`src/rtl/mdu_execute_pkg.sv`:
```
// Shared types and constants for the RV32M iterative multiply/divide unit.
package mdu_execute_pkg;

    localparam int XLEN = 32;
    localparam int ITER = XLEN;

    // ALUControlE code the decoder uses to flag an M-extension instruction
    localparam logic [3:0] ALU_CTRL_MDU = 4'b1010;

    typedef enum logic [2:0] {
        MDU_MUL    = 3'd0,
        MDU_MULH   = 3'd1,
        MDU_MULHSU = 3'd2,
        MDU_MULHU  = 3'd3,
        MDU_DIV    = 3'd4,
        MDU_DIVU   = 3'd5,
        MDU_REM    = 3'd6,
        MDU_REMU   = 3'd7
    } mdu_op_e;

    typedef enum logic [1:0] {
        IDLE = 2'd0,
        CALC = 2'd1,
        FIX  = 2'd2,
        DONE = 2'd3
    } mdu_state_e;

    function automatic logic [XLEN-1:0] cond_negate(logic [XLEN-1:0] v, logic neg);
        return neg ? (~v + 1'b1) : v;
    endfunction

endpackage

```
`src/rtl/mdu_execute_if.sv`:
```
// EX-stage handshake between the pipeline and the multiply/divide unit.
interface mdu_execute_if;
    import mdu_execute_pkg::*;

    logic            start_e;
    logic [2:0]      op_e;
    logic [XLEN-1:0] src_a_e;
    logic [XLEN-1:0] src_b_e;
    logic [4:0]      rd_e;
    logic            flush_e;
    logic            stall_m;
    logic            done_m;
    logic [XLEN-1:0] result_m;
    logic [4:0]      rd_m;

    modport master (
        output start_e, op_e, src_a_e, src_b_e, rd_e, flush_e,
        input  stall_m, done_m, result_m, rd_m
    );

    modport slave (
        input  start_e, op_e, src_a_e, src_b_e, rd_e, flush_e,
        output stall_m, done_m, result_m, rd_m
    );

endinterface

```
`src/rtl/mdu_execute.sv`:
```
// Iterative RV32M multiply/divide: shift-add multiply and restoring divide on
// unsigned magnitudes sharing one 64-bit shift register, sign fixed up at the end.
module mdu_execute #(
    parameter int XLEN = 32,
    parameter int ITER = 32
) (
    input logic          clk,
    input logic          rst,
    mdu_execute_if.slave bus
);
    import mdu_execute_pkg::*;

    localparam int CW = $clog2(ITER);

    mdu_state_e        state;
    mdu_state_e        state_next;
    logic [CW-1:0]     count;
    logic [2*XLEN-1:0] acc;
    logic [XLEN-1:0]   mag_b;
    mdu_op_e           op_q;
    logic              neg_q;
    logic [4:0]        rd_q;
    logic [XLEN-1:0]   result_q;
    logic [4:0]        rd_out_q;

    mdu_op_e         op_in;
    logic            a_signed;
    logic            b_signed;
    logic            sa;
    logic            sb;
    logic            is_div_in;
    logic            is_rem_in;
    logic            div_zero;
    logic            div_ovf;
    logic            fast_path;
    logic            neg_in;
    logic            start_go;
    logic [XLEN-1:0] mag_a_in;
    logic [XLEN-1:0] mag_b_in;
    logic [XLEN-1:0] fast_result;

    logic [XLEN:0]     mul_sum;
    logic [XLEN:0]     rem_shift;
    logic [XLEN:0]     rem_diff;
    logic [2*XLEN-1:0] mul_next;
    logic [2*XLEN-1:0] div_next;
    logic [2*XLEN-1:0] prod_fix;
    logic [XLEN-1:0]   quo_fix;
    logic [XLEN-1:0]   rem_fix;
    logic [XLEN-1:0]   fix_word;

    // Operand decode at start: signedness, magnitudes and the divide fast paths
    always_comb begin
        op_in     = mdu_op_e'(bus.op_e);
        a_signed  = (op_in == MDU_MULH) || (op_in == MDU_MULHSU) ||
                    (op_in == MDU_DIV)  || (op_in == MDU_REM);
        b_signed  = (op_in == MDU_MULH) || (op_in == MDU_DIV) || (op_in == MDU_REM);
        sa        = a_signed & bus.src_a_e[XLEN-1];
        sb        = b_signed & bus.src_b_e[XLEN-1];
        mag_a_in  = cond_negate(bus.src_a_e, sa);
        mag_b_in  = cond_negate(bus.src_b_e, sb);
        is_div_in = bus.op_e[2];
        is_rem_in = bus.op_e[2] & bus.op_e[1];
        div_zero  = is_div_in && (bus.src_b_e == '0);
        div_ovf   = ((op_in == MDU_DIV) || (op_in == MDU_REM)) &&
                    (bus.src_a_e == {1'b1, {(XLEN-1){1'b0}}}) &&
                    (bus.src_b_e == '1);
        fast_path = div_zero | div_ovf;
        neg_in    = is_rem_in ? sa : (sa ^ sb);
        if (div_zero)
            fast_result = is_rem_in ? bus.src_a_e : '1;
        else
            fast_result = is_rem_in ? '0 : {1'b1, {(XLEN-1){1'b0}}};
        start_go  = (state == IDLE) && bus.start_e && !bus.flush_e;
    end

    // One radix-2 step of each algorithm plus the final sign fix-up
    always_comb begin
        mul_sum   = {1'b0, acc[2*XLEN-1:XLEN]} + (acc[0] ? {1'b0, mag_b} : '0);
        mul_next  = {mul_sum, acc[XLEN-1:1]};
        rem_shift = acc[2*XLEN-1:XLEN-1];
        rem_diff  = rem_shift - {1'b0, mag_b};
        if (!rem_diff[XLEN])
            div_next = {rem_diff[XLEN-1:0], acc[XLEN-2:0], 1'b1};
        else
            div_next = {rem_shift[XLEN-1:0], acc[XLEN-2:0], 1'b0};
        prod_fix  = neg_q ? (~acc + 1'b1) : acc;
        quo_fix   = cond_negate(acc[XLEN-1:0], neg_q);
        rem_fix   = cond_negate(acc[2*XLEN-1:XLEN], neg_q);
        case (op_q)
            MDU_MUL:                          fix_word = prod_fix[XLEN-1:0];
            MDU_MULH, MDU_MULHSU, MDU_MULHU:  fix_word = prod_fix[2*XLEN-1:XLEN];
            MDU_DIV, MDU_DIVU:                fix_word = quo_fix;
            default:                          fix_word = rem_fix;
        endcase
    end

    always_ff @(posedge clk or negedge rst) begin
        if (!rst)
            state <= IDLE;
        else
            state <= state_next;
    end

    // Next state; flush overrides everything, including a start in the same cycle
    always_comb begin
        state_next = state;
        if (bus.flush_e) begin
            state_next = IDLE;
        end else begin
            case (state)
                IDLE: if (bus.start_e) state_next = fast_path ? DONE : CALC;
                CALC: if (count == CW'(ITER-1)) state_next = FIX;
                FIX:  state_next = DONE;
                DONE: state_next = IDLE;
                default: state_next = IDLE;
            endcase
        end
    end

    always_ff @(posedge clk or negedge rst) begin
        if (!rst) begin
            count    <= '0;
            acc      <= '0;
            mag_b    <= '0;
            op_q     <= MDU_MUL;
            neg_q    <= 1'b0;
            rd_q     <= '0;
            result_q <= '0;
            rd_out_q <= '0;
        end else begin
            case (state)
                IDLE: begin
                    if (start_go) begin
                        op_q  <= op_in;
                        rd_q  <= bus.rd_e;
                        neg_q <= neg_in;
                        mag_b <= mag_b_in;
                        acc   <= {{XLEN{1'b0}}, mag_a_in};
                        count <= '0;
                        if (fast_path) begin
                            result_q <= fast_result;
                            rd_out_q <= bus.rd_e;
                        end
                    end
                end
                CALC: begin
                    count <= count + 1'b1;
                    acc   <= op_q[2] ? div_next : mul_next;
                end
                FIX: begin
                    if (!bus.flush_e) begin
                        result_q <= fix_word;
                        rd_out_q <= rd_q;
                    end
                end
                default: ;
            endcase
        end
    end

    // Stall is gated by reset so every output reads 0 while reset is held
    assign bus.stall_m  = rst & (((state == IDLE) & bus.start_e & ~bus.flush_e) |
                                 (state == CALC) | (state == FIX));
    assign bus.done_m   = (state == DONE);
    assign bus.result_m = result_q;
    assign bus.rd_m     = rd_out_q;

endmodule

```
`src/flat_wrapper.sv`:
```
// flat-port wrapper written by rule: the top's interface ports become plain ports
module mdu_execute_flat import mdu_execute_pkg::*;
#(
    parameter int XLEN = 32,
    parameter int ITER = 32
)
  (clk, rst, bus_start_e, bus_op_e, bus_src_a_e, bus_src_b_e, bus_rd_e, bus_flush_e, bus_stall_m, bus_done_m, bus_result_m, bus_rd_m);
  mdu_execute_if bus_i ();
  input logic clk;
  input logic rst;
  input wire logic [$bits(bus_i.start_e)-1:0] bus_start_e;
  input wire logic [$bits(bus_i.op_e)-1:0] bus_op_e;
  input wire logic [$bits(bus_i.src_a_e)-1:0] bus_src_a_e;
  input wire logic [$bits(bus_i.src_b_e)-1:0] bus_src_b_e;
  input wire logic [$bits(bus_i.rd_e)-1:0] bus_rd_e;
  input wire logic [$bits(bus_i.flush_e)-1:0] bus_flush_e;
  output wire logic [$bits(bus_i.stall_m)-1:0] bus_stall_m;
  output wire logic [$bits(bus_i.done_m)-1:0] bus_done_m;
  output wire logic [$bits(bus_i.result_m)-1:0] bus_result_m;
  output wire logic [$bits(bus_i.rd_m)-1:0] bus_rd_m;
  assign bus_i.start_e = bus_start_e;
  assign bus_i.op_e = bus_op_e;
  assign bus_i.src_a_e = bus_src_a_e;
  assign bus_i.src_b_e = bus_src_b_e;
  assign bus_i.rd_e = bus_rd_e;
  assign bus_i.flush_e = bus_flush_e;
  assign bus_stall_m = bus_i.stall_m;
  assign bus_done_m = bus_i.done_m;
  assign bus_result_m = bus_i.result_m;
  assign bus_rd_m = bus_i.rd_m;
  mdu_execute #(.XLEN(XLEN), .ITER(ITER)) u_core (.clk(clk), .rst(rst), .bus(bus_i));
endmodule
```
`config.mk`:
```
export PLATFORM = sky130hd
export DESIGN_NAME = mdu_execute_flat
export DESIGN_NICKNAME = d
export VERILOG_FILES = /design/src/rtl/mdu_execute_pkg.sv /design/src/rtl/mdu_execute_if.sv /design/src/rtl/mdu_execute.sv /design/src/flat_wrapper.sv
export SDC_FILE = /design/constraint.sdc
export NUM_CORES = 1
export LEC_CHECK = 0
export CORE_ASPECT_RATIO = 0.5
export CORE_UTILIZATION = 45
export CTS_CLUSTER_DIAMETER = 60
export DETAILED_ROUTE_END_ITERATION = 10
export PLACE_DENSITY = 0.71
export RECOVER_POWER = 25
export SYNTH_ARGS = -nofsm -noshare
export SYNTH_HDL_FRONTEND = slang
export SYNTH_SLANG_ARGS = --single-unit
```
`constraint.sdc`:
```
create_clock -name clk -period 4.1 [get_ports clk]
set_clock_uncertainty 0.05 [all_clocks]
set_input_delay 0.615 -clock clk [delete_from_list [all_inputs] [get_ports clk]]
set_output_delay 0.615 -clock clk [all_outputs]
set_load 0.03 [all_outputs]
```
== Word level (Yosys, flattened, before mapping) ==
Cells that the tools add are included.

* Register bits: 149
* Bits in latches: 0
* RAM bits: 0
* ROM bits: 0
* Input port bits: 76
* Output and inout port bits: 39
* Logic and storage cells: 106
* Memories kept: 0

* Add/sub/neg operators: 8
* Multipliers: 0
* Div/mod/pow operators: 0
* Order comparisons: 0
* Equal/unequal tests: 20
* Shifts and indexed selects: 0
* Muxes and demuxes: 30
* Bitwise operators: 16
* Reductions and logical operators: 23

{| class="wikitable"
|+ Operators with widths
! cell !! number
|-
| $mux 32 || 11
|-
| $mux 64 || 4
|-
| $add 32x1->32 const B || 4
|-
| $not 32->32 || 4
|-
| $pmux 64 s2 || 1
|-
| $pmux 32 s3 || 1
|-
| $add 64x1->64 const B || 1
|-
| $eq 32x32->1 const B || 2
|-
| $not 64->64 || 1
|-
| $pmux 32 s2 || 1
|-
| $add 32x33->33 || 1
|-
| $sub 33x32->33 || 1
|-
| $logic_not 32->1 || 1
|-
| $mux 5 || 4
|-
| $pmux 5 s2 || 2
|-
| $eq 3x3->1 const B || 4
|-
| $eq 3x2->1 const B || 3
|-
| $mux 2 || 4
|-
| $pmux 2 s4 || 1
|-
| $and 1x1->1 || 6
|-
| $eq 3x1->1 const B || 2
|-
| $logic_or 1x1->1 || 6
|-
| $reduce_and 2->1 || 3
|-
| $add 5x1->5 const B || 1
|-
| other kinds (19) || 28
|}

== Logic depth before layout (Yosys ltp) ==
* Depth in word-level cells: 9
* Gate-level depth with buffers: 16
* Depth with buffers taken out: 14

== Worst setup path before layout ==
OpenSTA, ideal clock, no wires.

* Kind: in2reg
* Start point: in bus_src_a_e[1]
* End point: reg u_core.result_q[31] (netlist: u_core.bus.result_m[31])
* Setup time: 0.125 ns
* Arrival time: 3.240 ns
* Path slack: 0.685 ns
* Cell stages on the path: 11
* Cells stage by stage: inv_1 ha_1 nand2b_4 nand3b_1 or4_4 or4_4 nor3_2 and2_1 a32oi_1 o32ai_4 mux2_2

* Longest elaborated chain between the ends: 6

{| class="wikitable"
|+ Ends and longest elaborated chain
! what !! RTL line !! text
|-
| from (decl) || flat_wrapper.sv:13 || <nowiki>input wire logic [$bits(bus_i.src_a_e)-1:0] bus_src_a_e;</nowiki>
|-
| $eq 32x32->1 || mdu_execute.sv:66 || <nowiki>(bus.src_a_e == {1'b1, {(XLEN-1){1'b0}}}) &&</nowiki>
|-
| $logic_and 1x1->1 || mdu_execute.sv:65 || <nowiki>div_ovf = ((op_in == MDU_DIV) || (op_in == MDU_REM)) &&</nowiki>
|-
| $logic_and 1x1->1 || mdu_execute.sv:66 ||
|-
| $or 1x1->1 || mdu_execute.sv:68 || <nowiki>fast_path = div_zero | div_ovf;</nowiki>
|-
| $ne 2x1->1 (no source line) || n/a ||
|-
| $reduce_and 4->1 (no source line) || n/a ||
|-
| to (signal assigned) || mdu_execute.sv:142 || <nowiki>result_q <= fast_result;</nowiki>
|-
| to (signal assigned) || mdu_execute.sv:153 || <nowiki>result_q <= fix_word;</nowiki>
|-
| to (decl) || mdu_execute.sv:23 || <nowiki>logic [XLEN-1:0] result_q;</nowiki>
|}

Every way passes these cells.
A chain may end at the register's enable or synchronous reset.

== Worst setup path in the final report ==
* Start point: in bus_src_a_e[1]
* End point: reg u_core.result_q[20] (netlist: u_core.bus.result_m[20])

Same word-level chain as after synthesis.

==> flow_metrics.env <==
export IMPL_grt_ovfl_total=0
export IMPL_final_hold_violating_endpoints=0
export IMPL_dieWidth_microns=253.8
export IMPL_grt_total_usage_pct=29.71
export IMPL_worstPathArrival_ps=4050
export IMPL_antenna_found_initial=2
export IMPL_num_vias=14520
export IMPL_route_final_wire_length_mm=47.57
export IMPL_critical_path_peak_fanout=24
export IMPL_vdd_ir_drop_worst_uv=388.2
export IMPL_ctsResizeCount=0
export IMPL_placeableCoreArea_sq_um=30740
export IMPL_cts_sinks=149
export IMPL_timing_worst_slew_pin_value_ps=1408
export IMPL_met1_capacity_usage_during_global_routing_pct=44.74
export IMPL_post_route_period_util_pct=91.16
export IMPL_slew_limit_headroom_pct=6.138
export IMPL_grt_busiest_layer="met1"
export IMPL_design_portCount=115
export IMPL_portBuffers=114
export IMPL_top_flip_flop_cell_by_instance_count_after_synthesis="sky130_fd_sc_hd__dfrtp_1"
export IMPL_pwr_share_comb_pct=66.6
export IMPL_postCtsSetupRepairBufs=0
export IMPL_setup_viol=0
export IMPL_power_density_nw_per_um2=810.8
export IMPL_worstPathCellList="clkdlybuf4s50_1, inv_1, ha_1, nand2b_4, nand3b_1, or4_4, or4_4, nor3_2, and2_1, a32oi_1, o32ai_4, buf_12, buf_12, nor2_1, a31oi_1"
export IMPL_layout_nets=2139
export IMPL_synth_simple_area_share_pct=19.48
export IMPL_number_of_core_rows=45
export IMPL_place_worst_setup_slack_ps=-34.56
export IMPL_numCtsBuffers=17
export IMPL_post_synth_instance_area_sq_um=14260
export IMPL_detail_route_first_pass_iterations=5
export IMPL_post_route_util_pct=54.65
export IMPL_grt_pass1_wl_mm=74.78
export IMPL_synth_net_count=2031
export IMPL_timing_setup_critical_path_class="input port to register"
export IMPL_final_fill_count=2963
export IMPL_clk_pin_slew_worst_paths_ps=70
export IMPL_area_growth_pct=17.82
export IMPL_antenna_violating_nets_post_route=0
export IMPL_grtUsageMet3_pct=5.056
export IMPL_p_sw_w=0.006932
export IMPL_worstSkewPairLatency_ps=460
export IMPL_cts_max_level=4
export IMPL_fin_setup_tns_ps=0
export IMPL_largest_net_degree_at_the_start_of_global_routing=69
export IMPL_startpoint_types="input port"
export IMPL_maxCapViolations=0
export IMPL_cells_after_synth=1877
export IMPL_dp_hpwl_mm=36.57
export IMPL_post_synth_num_cell_types=70
export IMPL_ys_async_sr_fraction_pct=100.0
export IMPL_detail_routed_net_length_per_standard_cell_microns=19.64
export IMPL_internal_portion_of_total_power_w=0.006690
export IMPL_slew_viol_final=0
export IMPL_ctsHoldBuffers=0
export IMPL_synth_compound_area_share_pct=26.32
export IMPL_p_seq_share_pct=21.4
export IMPL_slowest_delay_ps=520
export IMPL_postLayoutSetupSlackWorst_ps=362.5
export IMPL_tritoncts="done"
export IMPL_slowest_stage_cell_on_the_critical_path="sky130_fd_sc_hd__or4_4"
export IMPL_post_synth_xor_area_fraction_pct=11.30
export IMPL_use_met2_pct=43.30
export IMPL_proportion_of_synthesized_area_in_mux_cells_pct=4.650
export IMPL_run_status="finished, final reports clean"
export IMPL_rsz0062_at_grt="no"
export IMPL_drt_first_iter_violations=1720
export IMPL_post_synth_fa_ha_maj_area_fraction_pct=6.949
export IMPL_hold_path_class="input port to async pin"
export IMPL_final_layout_size_suffix_gt1_share_pct=7.407
export IMPL_cts_root_buf="sky130_fd_sc_hd__clkbuf_16"
export IMPL_holdWs_ps=12.35
export IMPL_synth_top_family_by_area="compound AO/OA/AOI/OAI gates"
export IMPL_start_util_pct=46.39
export IMPL_grt_pass1_vias=13210
export IMPL_die_y_microns=127.9
export IMPL_route_detailed_drc=0
export IMPL_seq_area_frac_synth_pct=26.15
export IMPL_p_leak_nw=7.033
export IMPL_worstPathRequired_ps=4410
export IMPL_timing_final_crit_period_ps=3737
export IMPL_number_of_enable_flip_flop_cells_after_synthesis=0
export IMPL_die_area_sq_um=32450
export IMPL_endpoint_kind="register"
export IMPL_max_freq_mhz=267.6
export IMPL_routed_via_density=5.996
export IMPL_ys_seq_elements=149
export IMPL_synth_avg_cell_area_sq_um=7.597
export IMPL_synth_warnings=0
export IMPL_switch_share_pct=50.89
export IMPL_maximum_root_to_sink_buffer_count=2
export IMPL_clock_power_share_pct=12.0
export IMPL_gpl_final_weighted_congestion=0.9960
worst max-delay path: cells and delay by family:
kind            cells  cell delay (ps)
buf+inv             4              830
fa+ha+maj           1              220
simple gates        7             1800
compound gates      3              540
stage by stage:
stage                     area [sq um]  power (W)  std cells
after floorplan                  14260   0.009036       1877
after global placement           16210    0.01167       2389
after detailed placement         16210    0.01178       2389
after CTS                        16800    0.01345       2421
after global routing             16800    0.01461       2421
final                            16800    0.01362       2422
cells in the mapped netlist, types with 11 or more instances:
cell type / number / area [sq um]
sky130_fd_sc_hd__o22ai_1: 14 / 87.58
sky130_fd_sc_hd__nand2b_1: 17 / 106.4
sky130_fd_sc_hd__a21oi_1: 122 / 610.6
sky130_fd_sc_hd__o211ai_1: 18 / 135.1
sky130_fd_sc_hd__o21ai_0: 248 / 1241
sky130_fd_sc_hd__mux2i_1: 64 / 640.6
sky130_fd_sc_hd__o41ai_1: 13 / 113.9
sky130_fd_sc_hd__nand2_1: 233 / 874.6
sky130_fd_sc_hd__ha_1: 76 / 950.9
sky130_fd_sc_hd__xor2_1: 89 / 779.5
sky130_fd_sc_hd__inv_1: 69 / 259.0
sky130_fd_sc_hd__or4_1: 12 / 90.09
sky130_fd_sc_hd__nor3_1: 36 / 180.2
sky130_fd_sc_hd__nor4_1: 19 / 118.9
sky130_fd_sc_hd__xnor2_1: 95 / 832.1
sky130_fd_sc_hd__nand3_1: 30 / 150.1
sky130_fd_sc_hd__a21o_1: 23 / 172.7
sky130_fd_sc_hd__or3_1: 21 / 131.4
sky130_fd_sc_hd__dfrtp_1: 149 / 3729
sky130_fd_sc_hd__clkbuf_1: 94 / 352.8
sky130_fd_sc_hd__o31ai_1: 30 / 225.2
sky130_fd_sc_hd__nand4_1: 21 / 131.4
sky130_fd_sc_hd__a31oi_1: 37 / 231.5
sky130_fd_sc_hd__a211oi_1: 11 / 82.58
sky130_fd_sc_hd__nor2_1: 165 / 619.3
sky130_fd_sc_hd__a22oi_1: 26 / 195.2
flip-flops by register name (all words and copies together) (netlist names):
register and count:
u_core.bus.rd_m 5, u_core.count 5, u_core.mag_b 32, u_core.bus.result_m 32, u_core.acc 64, u_core.state 2
u_core.op_q 3, u_core.neg_q 1, u_core.rd_q 5
layout make-up:
| class | instances | area [sq um] | area share [%] |
|---|---|---|---|
| tap | 423 | 529.3 | 3.150 |
| inverter | 69 | 259.0 | 1.542 |
| timing repair buffer | 202 | 1876 | 11.16 |
| clock inverter | 14 | 161.4 | 0.9607 |
| clock buffer | 18 | 429.2 | 2.554 |
| multi-input combinational | 1546 | 9813 | 58.41 |
| sequential | 149 | 3731 | 22.21 |
| antenna | 1 | 2.502 | 0.01489 |
metal layers:
layer	vias up	wire length (microns)
met5	-	0
met4	0	765
met3	46	4459
met2	618	19780
met1	6879	22560
li1	6980	-
power by group through the flow:
| stage | clock network (W) | logic [W] | registers, W |
|---|---|---|---|
| 2_1_floorplan | 0 | 0.00610 | 0.00294 |
| 3_3_place_gp | 0 | 0.00879 | 0.00288 |
| 3_5_place_dp | 0 | 0.00888 | 0.00290 |
| 4_1_cts | 0.00165 | 0.00892 | 0.00288 |
| 5_1_grt | 0.00170 | 0.00991 | 0.00300 |
| 6_report | 0.00163 | 0.00908 | 0.00291 |
cell families after synthesis:
family | count (synthesis)
AO/OA/AOI/OAI | 615
AND/OR/NAND/NOR | 603
XOR/XNOR | 184
buffers and inverters | 182
flip-flops | 149
adder cells (fa/ha/maj) | 78
multiplexers | 66
final timing paths:
kind,startpoint,to,slack (ps),cells after the start
min,rst,u_core.acc[42]$_DFFE_PN0P_,10,1
min reg2reg,u_core.rd_q[1]$_DFFE_PN0P_,u_core.rd_q[1]$_DFFE_PN0P_,430,2
min in group clk,u_core.rd_q[1]$_DFFE_PN0P_,u_core.rd_q[1]$_DFFE_PN0P_,430,2
max reg2reg,u_core.mag_b[0]$_DFFE_PN0P_,u_core.acc[54]$_DFFE_PN0P_,400,14
max,bus_src_a_e[1],u_core.bus.result_m[20]$_DFFE_PN0P_,360,15
max in group asynchronous,rst,u_core.bus.result_m[24]$_DFFE_PN0P_,2280,2
placed cells by master, fill, tap and decap left out, types with 11 or more instances in the layout:
master	count
sky130_fd_sc_hd__o21ai_0	247
sky130_fd_sc_hd__nand2_1	233
sky130_fd_sc_hd__nor2_1	165
sky130_fd_sc_hd__dfrtp_1	147
sky130_fd_sc_hd__a21oi_1	121
sky130_fd_sc_hd__clkdlybuf4s50_1	113
sky130_fd_sc_hd__xnor2_1	95
sky130_fd_sc_hd__xor2_1	89
sky130_fd_sc_hd__buf_4	81
sky130_fd_sc_hd__ha_1	74
sky130_fd_sc_hd__inv_1	69
sky130_fd_sc_hd__mux2i_1	64
sky130_fd_sc_hd__a31oi_1	37
sky130_fd_sc_hd__nor3_1	36
sky130_fd_sc_hd__nand3_1	30
sky130_fd_sc_hd__o31ai_1	30
sky130_fd_sc_hd__a22oi_1	26
sky130_fd_sc_hd__a21o_1	23
sky130_fd_sc_hd__or3_1	21
sky130_fd_sc_hd__nand4_1	21
sky130_fd_sc_hd__nor4_1	19
sky130_fd_sc_hd__o211ai_1	18
sky130_fd_sc_hd__nand2b_1	17
sky130_fd_sc_hd__clkbuf_16	17
sky130_fd_sc_hd__o22ai_1	14
sky130_fd_sc_hd__o41ai_1	13
sky130_fd_sc_hd__or4_1	12
sky130_fd_sc_hd__a211oi_1	11
Power figures use the tool's default switching activity.
